==> src/rtl/hs_pkg.sv <==
// Shared handshake helpers for the pack/unpack/width-converter stages:
// a constant log2 and a slot-count-to-thermometer keep mask.
package hs_pkg;

    localparam int unsigned KEEP_MAX_W = 64;

    // Never returns 0 so that a counter built from it always has at least one bit.
    function automatic int unsigned clog2(input int unsigned value);
        int unsigned res;
        res = 0;
        while ((64'(1) << res) < 64'(value)) begin
            res = res + 1;
        end
        return (res == 0) ? 1 : res;
    endfunction

    // Slot index -> mask with bits [idx:0] set.
    function automatic logic [KEEP_MAX_W-1:0] keep_mask(input int unsigned idx);
        return (KEEP_MAX_W'(1) << (idx + 1)) - KEEP_MAX_W'(1);
    endfunction

endpackage

==> src/rtl/hs_pack.sv <==
// Valid/ready width packer: gathers RATIO beats of DATA_WD bits into one word,
// with last_in closing a partial word early (unused slots zeroed, flagged in keep_out).
module hs_pack
    import hs_pkg::*;
#(
    parameter int unsigned DATA_WD = 4,
    parameter int unsigned RATIO   = 4
) (
    input  logic                       clk,
    input  logic                       rstn,
    input  logic                       valid_in,
    input  logic [DATA_WD-1:0]         data_in,
    input  logic                       last_in,
    output logic                       ready_in,
    output logic                       valid_out,
    output logic [DATA_WD*RATIO-1:0]   data_out,
    output logic [RATIO-1:0]           keep_out,
    input  logic                       ready_out
);

    localparam int unsigned CNT_W  = clog2(RATIO);
    localparam int unsigned WORD_W = DATA_WD * RATIO;
    localparam logic [CNT_W-1:0] CNT_LAST = CNT_W'(RATIO - 1);

    if (RATIO < 2 || RATIO > KEEP_MAX_W) begin : g_bad_ratio
        $fatal(1, "hs_pack: RATIO must be in 2..%0d", KEEP_MAX_W);
    end
    if (DATA_WD < 1) begin : g_bad_data_wd
        $fatal(1, "hs_pack: DATA_WD must be at least 1");
    end

    logic [CNT_W-1:0]  cnt_q, cnt_d;
    logic [WORD_W-1:0] acc_q, acc_d;
    logic [RATIO-1:0]  acc_keep_q, acc_keep_d;
    logic              valid_q, valid_d;
    logic [WORD_W-1:0] data_q, data_d;
    logic [RATIO-1:0]  keep_q, keep_d;

    logic              fire_in;
    logic              fire_out;
    logic              word_done;
    logic [WORD_W-1:0] merged;
    logic [RATIO-1:0]  keep_new;

    // ready_in depends only on the output register and ready_out, never on valid_in.
    assign ready_in  = !valid_q || ready_out;
    assign fire_in   = valid_in && ready_in;
    assign fire_out  = valid_q && ready_out;
    assign word_done = fire_in && (last_in || (cnt_q == CNT_LAST));

    assign valid_out = valid_q;
    assign data_out  = data_q;
    assign keep_out  = keep_q;

    // Only slots flagged in acc_keep are carried, so everything above cnt is zero.
    always_comb begin
        merged = '0;
        for (int unsigned i = 0; i < RATIO; i++) begin
            if (acc_keep_q[i]) begin
                merged[i*DATA_WD +: DATA_WD] = acc_q[i*DATA_WD +: DATA_WD];
            end
        end
        merged[int'(cnt_q)*DATA_WD +: DATA_WD] = data_in;
        keep_new = RATIO'(keep_mask(int'(cnt_q)));
    end

    always_comb begin
        cnt_d      = cnt_q;
        acc_d      = acc_q;
        acc_keep_d = acc_keep_q;
        if (fire_in) begin
            if (word_done) begin
                cnt_d      = '0;
                acc_d      = '0;
                acc_keep_d = '0;
            end else begin
                acc_d[int'(cnt_q)*DATA_WD +: DATA_WD] = data_in;
                acc_keep_d[cnt_q] = 1'b1;
                cnt_d = cnt_q + CNT_W'(1);
            end
        end
    end

    // A completing beat overrides the drain, so back-to-back words have no bubble.
    always_comb begin
        valid_d = valid_q;
        data_d  = data_q;
        keep_d  = keep_q;
        if (fire_out) begin
            valid_d = 1'b0;
        end
        if (word_done) begin
            valid_d = 1'b1;
            data_d  = merged;
            keep_d  = keep_new;
        end
    end

    always_ff @(posedge clk or negedge rstn) begin
        if (!rstn) begin
            cnt_q      <= '0;
            acc_q      <= '0;
            acc_keep_q <= '0;
        end else begin
            cnt_q      <= cnt_d;
            acc_q      <= acc_d;
            acc_keep_q <= acc_keep_d;
        end
    end

    always_ff @(posedge clk or negedge rstn) begin
        if (!rstn) begin
            valid_q <= 1'b0;
            data_q  <= '0;
            keep_q  <= '0;
        end else begin
            valid_q <= valid_d;
            data_q  <= data_d;
            keep_q  <= keep_d;
        end
    end

endmodule

==> config.mk <==
export PLATFORM = sky130hd
export DESIGN_NAME = hs_pack
export DESIGN_NICKNAME = d
export VERILOG_FILES = /design/src/rtl/hs_pkg.sv /design/src/rtl/hs_pack.sv
export SDC_FILE = /design/constraint.sdc
export NUM_CORES = 1
export LEC_CHECK = 0
export BUFFER_PORTS_ARGS = -buffer_cell sky130_fd_sc_hd__buf_4
export CORE_UTILIZATION = 45
export CTS_CLUSTER_DIAMETER = 200
export DETAILED_ROUTE_END_ITERATION = 8
export GPL_ROUTABILITY_DRIVEN = 0
export GPL_TIMING_DRIVEN = 0
export MAX_ROUTING_LAYER = met4
export PLACE_DENSITY = 0.66
export SETUP_SLACK_MARGIN = 0.2
export SLEW_MARGIN = 10
export SYNTH_ARGS = -nofsm -noshare
export SYNTH_HDL_FRONTEND = slang
export SYNTH_SLANG_ARGS = --single-unit
==> constraint.sdc <==
create_clock -name clk -period 2 [get_ports clk]
set_input_delay 0.2 -clock clk [delete_from_list [all_inputs] [get_ports clk]]
set_output_delay 0.2 -clock clk [all_outputs]
set_load 0.1 [all_outputs]
==> out/metrics.csv, run 1 <==
metric;value;unit
crit-path max FO;10;
GR Layer Usage met1;28.4;%
global-route wire length before repair;7160;µm
Post-Synth Adder-Cell Area;4.35;%
Die X;68.9;µm
n_diodes;0;
Sw Share;41.8;%
die footprint;0.00475;mm²
post-synthesis mux area share;10.1;%
Tot GR Track Use;21.7;%
GR met3 Demand/Resource;6.74;%
largest net degree at the start of global routing;44;
I/O Buffers;29;
worst path cell trace;nor2b_1 -> buf_4 -> inv_2 -> buf_6 -> buf_8;
Clock transition at path regs;80;ps
syn_nets;173;
crit-path max cell delay;410;ps
CTS Buffer Depth;2;
P_leak;1.17;nW
asr flop ratio synth;100;%
CP Class;flop to output port;
DRT Pass-1 Iters;4;
synth unique cells;29;
CP Capture Type;output port;
Final Slew Violations;0;
WP data arrival;1520;ps
I/O Pins;31;
status;complete, no violations;
clk_lat worst skew;310;ps
Tot Pwr;2.62;mW
Simple-Gate Fraction of Synth Area;13.0;%
synthesized cell area;0.00202;mm²
Comb pwr share;39.6;%
CTS tree;done;
busiest layer in global routing;met2;
Final Hold Fails;0;
die height;68.9;µm
row cnt;23;
vias in the first global route;1427;
Critical Path RT;1800;ps
routed vias;1483;
initial core utilization;48.6;%
Via-to-Cell Ratio;5.98;
Hold Crit Class;input pin to flop;
post-synthesis xor/xnor area fraction;0.435;%
syn avg cell area;12.8;µm²
sequential-to-total area share from yosys stat;53.4;%
CTS H-tree lvls;2;
Ys Warns;0;
Final period util;86.2;%
worst slew pin tran;571;ps
max-cap viol count;0;
Detailed Route WL;4370;µm
clock tree sinks;43;
Synth-to-Final Area Change;21.3;%
NetSw;1.10;mW
final setup vio count;0;
DR DRC count;0;
internal power;1.53;mW
initial detailed-routing violation count;137;
Post-synth EDFFs;0;
Yosys reg bits;43;
Clock Power Share;20.8;%
CTS Buf Count;5;
RSZ-0062 raised after global routing;no;
met2 Track Usage GR;31.9;%
nets;213;
share of layout cells above drive strength 1;38.4;%
Core ar.;0.00414;mm²
fmax;0.580;GHz
grt total ovfl;0;
combinational family with the most area after synthesis;compound AO/OA/AOI/OAI gates;
wire per inst;17.6;µm
ys flop type;dfrtp_1;
Synth Instances;157;
Setup crit start kind;flop;
hold slack final;196;ps
initial antenna violation count;0;
Pwr Density;1070;mW/mm²
total negative slack;0;ps
Setup Skew;5.14;ps
slowest CP cell;dfrtp_2;
maximum vdd drop;0.948;mV
minimum clock period;1720;ps
Flop pwr share;39.7;%
Compound-Gate Fraction of Synth Area;15.8;%
Max-slew headroom;61.3;%
Detail Route Antenna Nets;0;
root buffer cell;clkbuf_8;
Final HPWL DP;3060;µm
[flip-flops by register name, indices dropped and copies added (netlist names)]
name / flops
valid_out: 1
acc_keep_q: 4
acc_q: 16
keep_out: 4
cnt_q: 2
data_out: 16
[stage by stage]
step | cell area [µm²] | util, % | instances | worst slack, ps
3_5_place_dp | 2300 | 55.5 | 236 | 78.3
5_1_grt | 2440 | 59.0 | 248 | 210
2_1_floorplan | 2020 | - | 157 | 228
6_report | 2440 | 59.0 | 248 | 277
3_3_place_gp | 2300 | 55.5 | 236 | 88.7
4_1_cts | 2410 | 58.3 | 247 | 211
[Yosys cell counts, types with 4 or more instances]
library cell / instances / share of area [%]
a22o_1: 21 / 9.1
and2_1: 5 / 1.6
buf_4: 4 / 1.5
dfrtp_1: 43 / 53
ha_1: 7 / 4.3
mux2_2: 18 / 10
nand4_1: 10 / 3.1
nor2_1: 4 / 0.74
nor2b_1: 5 / 1.6
o2bb2ai_1: 8 / 3.5
[power by group through the flow]
stage / combinational (mW) / clock (mW) / sequential [mW]
finish: 1.04 / 0.545 / 1.04
global route: 1.10 / 0.596 / 1.05
CTS: 1.00 / 0.563 / 1.04
detailed placement: 0.981 / 0 / 1.06
global placement: 0.971 / 0 / 1.05
floorplan: 0.342 / 0 / 1.46
[cell families (layout without fill, tap and decap cells)]
logic type | after synthesis | count (layout)
XOR/XNOR | 1 | 1
AO/OA/AOI/OAI | 39 | 39
buffers and inverters | 11 | 52
flip-flops | 43 | 43
multiplexers | 18 | 18
adder cells (fa/ha/maj) | 7 | 7
AND/OR/NAND/NOR | 38 | 38
[placed cells by master (no fill, tap or decap), types with 2 or more instances in the layout]
cell,n
a22o_1,21
a31oi_1,3
and2_1,5
and4bb_2,3
buf_4,35
clkbuf_1,2
clkbuf_8,5
dfrtp_1,41
dfrtp_2,2
ha_1,5
inv_2,4
mux2_2,18
nand3_1,2
nand4_1,10
nor2_1,4
nor2b_1,5
o21ai_0,2
o2bb2ai_1,8
o31ai_1,3
or3_1,3
[path summary, 6_finish.rpt]
kind                                 end  slack, ps  cells past startpoint          start
max                             ready_in        280                      5      valid_out
min                            acc_q[10]        200                      2     data_in[2]
max reg2reg                 data_out[11]        290                      5       cnt_q[0]
min reg2reg                acc_keep_q[3]        500                      1  acc_keep_q[3]
max in group asynchronous       cnt_q[0]       1190                      2           rstn
min in group asynchronous    data_out[0]        410                      2           rstn
[timing repair]
action / 4_1_cts / 5_1_grt
setup endpoints to repair: 28 / 28
endpoints found under the hold margin: 43 / 0
resized for setup: 2 / 6
hold buffers: 1 / 0
setup buffers: 2 / 1
[per-layer routing]
layer | vias up | part of all wire (%)
met1 | 741 | 46
met3 | 9 | 5.6
met4 | 0 | 1.8
met2 | 53 | 46
li1 | 680 | -
met5 | - | 0
[cell type report]
type,instances,area (µm²)
plain buffers,7,50.0
clock buffers,6,72.6
clock inverters,2,12.5
fillers,351,1700
inverters,4,15.0
multi-input cells,103,896
flip-flops and latches,43,1080
well taps,50,62.6
repair buffers,33,258
[critical path, delay by kind of cell, from the launching register on]
| family | cells | cell delay (ps) |
|---|---|---|
| buffers and inverters | 4 | 680 |
| DFF | 1 | 410 |
| and+or+nand+nor | 1 | 120 |
Power figures use the tool's default switching activity.
==> run 2, diff against run 1 <==
--- a/config.mk
+++ b/config.mk
@@ -5,14 +5,14 @@
 export SDC_FILE = /design/constraint.sdc
 export NUM_CORES = 1
 export LEC_CHECK = 0
-export BUFFER_PORTS_ARGS = -buffer_cell sky130_fd_sc_hd__buf_4
 export CORE_UTILIZATION = 45
+export CTS_BUF_LIST = sky130_fd_sc_hd__clkbuf_16
 export CTS_CLUSTER_DIAMETER = 200
 export DETAILED_ROUTE_END_ITERATION = 8
+export DONT_BUFFER_PORTS = 1
 export GPL_ROUTABILITY_DRIVEN = 0
 export GPL_TIMING_DRIVEN = 0
 export MAX_ROUTING_LAYER = met4
-export PLACE_DENSITY = 0.66
 export SETUP_SLACK_MARGIN = 0.2
 export SLEW_MARGIN = 10
 export SYNTH_ARGS = -nofsm -noshare
==> run 2 against run 1 <==
Sequential cell count did not move; combinational power fell by 53%; register-to-register slack worse by 160 ps; worst setup slack worse by 150 ps; clock-buffer cell count shrank 1; routed wire length fell by 2.7%; hold slack got worse by 130 ps; global-route usage decreased by 1.3 points; sequential share of layout area up 2.6 points; non-clock buffer count fell by 27; cell area is 5.4% lower.
==> out/metrics.csv, run 2 (same netlist as run 1, synthesis figures left out) <==
metric;value;unit
commonest non-fill, non-tap cells in the layout;dfrtp_1 (41), a22o_1 (21), mux2_2 (17);
slowest CP cell;dfrtp_4;
share of layout cells above drive strength 1;27.5;%
crit-path max cell delay;620;ps
initial antenna violation count;0;
commonest non-fill, non-tap cell in the layout;dfrtp_1;
I/O Pins;31;
worst path cell trace;nor2b_1 -> buf_4 -> nor3_4 -> buf_6 -> mux2_2;
Via-to-Cell Ratio;6.21;
Setup crit start kind;flop;
Pwr Density;1170;mW/mm²
Tot Pwr;2.71;mW
Setup Skew;5.35;ps
n_diodes;0;
Die X;68.9;µm
Tot GR Track Use;20.4;%
root buffer cell;clkbuf_16;
fmax;0.535;GHz
initial core utilization;48.6;%
Detailed Route WL;4250;µm
worst slew pin tran;918;ps
DRT Pass-1 Iters;4;
Clock transition at path regs;60;ps
utilization after layout;55.8;%
WP data arrival;2030;ps
CTS H-tree lvls;2;
routed vias;1373;
CP Class;flop to flop;
initial detailed-routing violation count;104;
final worst setup slack;131;ps
CP Capture Type;flop;
Detail Route Antenna Nets;0;
status;complete, no violations;
Post-Place Worst Slack;72.7;ps
RSZ-0062 raised after global routing;yes;
P_leak;1.06;nW
Critical Path RT;2160;ps
minimum clock period;1870;ps
Final Hold Fails;0;
nets;186;
CTS Buf Count;5;
Max-slew headroom;38.8;%
total negative slack;0;ps
Final Slew Violations;0;
wire per inst;19.2;µm
die footprint;0.00475;mm²
Fillers;360;
DR DRC count;0;
Final HPWL DP;2870;µm
clk_lat worst skew;280;ps
Core ar.;0.00414;mm²
Hold Crit Class;input pin to flop;
vias in the first global route;1357;
grt total ovfl;0;
CTS Buffer Depth;2;
largest net degree at the start of global routing;44;
CTS tree;done;
row cnt;23;
clock tree sinks;43;
Final period util;93.4;%
crit-path max FO;10;
final setup vio count;0;
global-route wire length before repair;6620;µm
max-cap viol count;0;
die height;68.9;µm
Synth-to-Final Area Change;14.7;%
maximum vdd drop;0.834;mV
I/O Buffers;0;
-- run 2: cell count changes in the layout (fill, tap and decap cells not counted), moves of 2 or more --
cell,delta
buf_12,+2
buf_4,-29
clkbuf_16,+5
clkbuf_8,-5
clkinv_1,+2
-- run 2: through the flow --
step | cells | cell area [µm²] | hold slack [ps]
after CTS | 220 | 2300 | 57.8
after floorplan | 157 | 2020 | -95.6
after global placement | 207 | 2080 | -94.6
final | 221 | 2310 | 61.0
after global routing | 221 | 2310 | 50.2
after detailed placement | 207 | 2080 | -94.7
-- run 2: where the power goes --
part | internal (mW) | switching (mW) | total (mW)
Clock | 0.453 | 0.308 | 0.761
Sequential | 0.968 | 0.494 | 1.46
Combinational | 0.218 | 0.269 | 0.488
Total | 1.64 | 1.07 | 2.71
-- run 2: metal layers --
layer | wire, µm | GRT usage, % | part of all wire, % | vias up
met5 | 0 | - | 0 | -
met1 | 2010 | 27.2 | 47 | 684
li1 | - | - | - | 633
met2 | 1910 | 28.6 | 45 | 50
met4 | 44 | 6.89 | 1.0 | 0
met3 | 290 | 7.07 | 6.8 | 6
-- run 2: area by class of cell --
| type | count | area [µm²] | area share (%) |
|---|---|---|---|
| clock buffers | 5 | 125 | 5.41 |
| inverters | 4 | 15.0 | 0.649 |
| well taps | 50 | 62.6 | 2.71 |
| repair buffers | 6 | 60.1 | 2.60 |
| multi-input cells | 103 | 887 | 38.4 |
| plain buffers | 7 | 66.3 | 2.87 |
| clock inverters | 3 | 15.0 | 0.649 |
| flip-flops and latches | 43 | 1080 | 46.8 |
-- run 2: critical path: cells and delay by family, from the launching register on --
kind / cells / cell delay, ps
buffers and inverters: 2 / 360
flip-flops: 1 / 620
multiplexers: 1 / 340
AND/OR/NAND/NOR: 2 / 420
-- run 2: final timing paths --
| check | start | end | slack (ps) | cells past startpoint |
|---|---|---|---|---|
| max | valid_out | data_out[1] | 130 | 5 |
| min | data_in[2] | acc_q[10] | 60 | 1 |
| max reg2reg | valid_out | data_out[1] | 130 | 5 |
| min reg2reg | acc_keep_q[3] | acc_keep_q[3] | 480 | 1 |
| max in group asynchronous | rstn | valid_out | 1350 | 2 |
| min in group asynchronous | rstn | acc_q[6] | 420 | 2 |
-- run 2: repair_timing --
item | 4_1_cts | 5_1_grt
setup buffers | 3 | 1
hold buffers | 2 | 0
setup endpoints to repair | 32 | 27
hold endpoints to repair | 43 | 0
gates resized for setup | 7 | 4
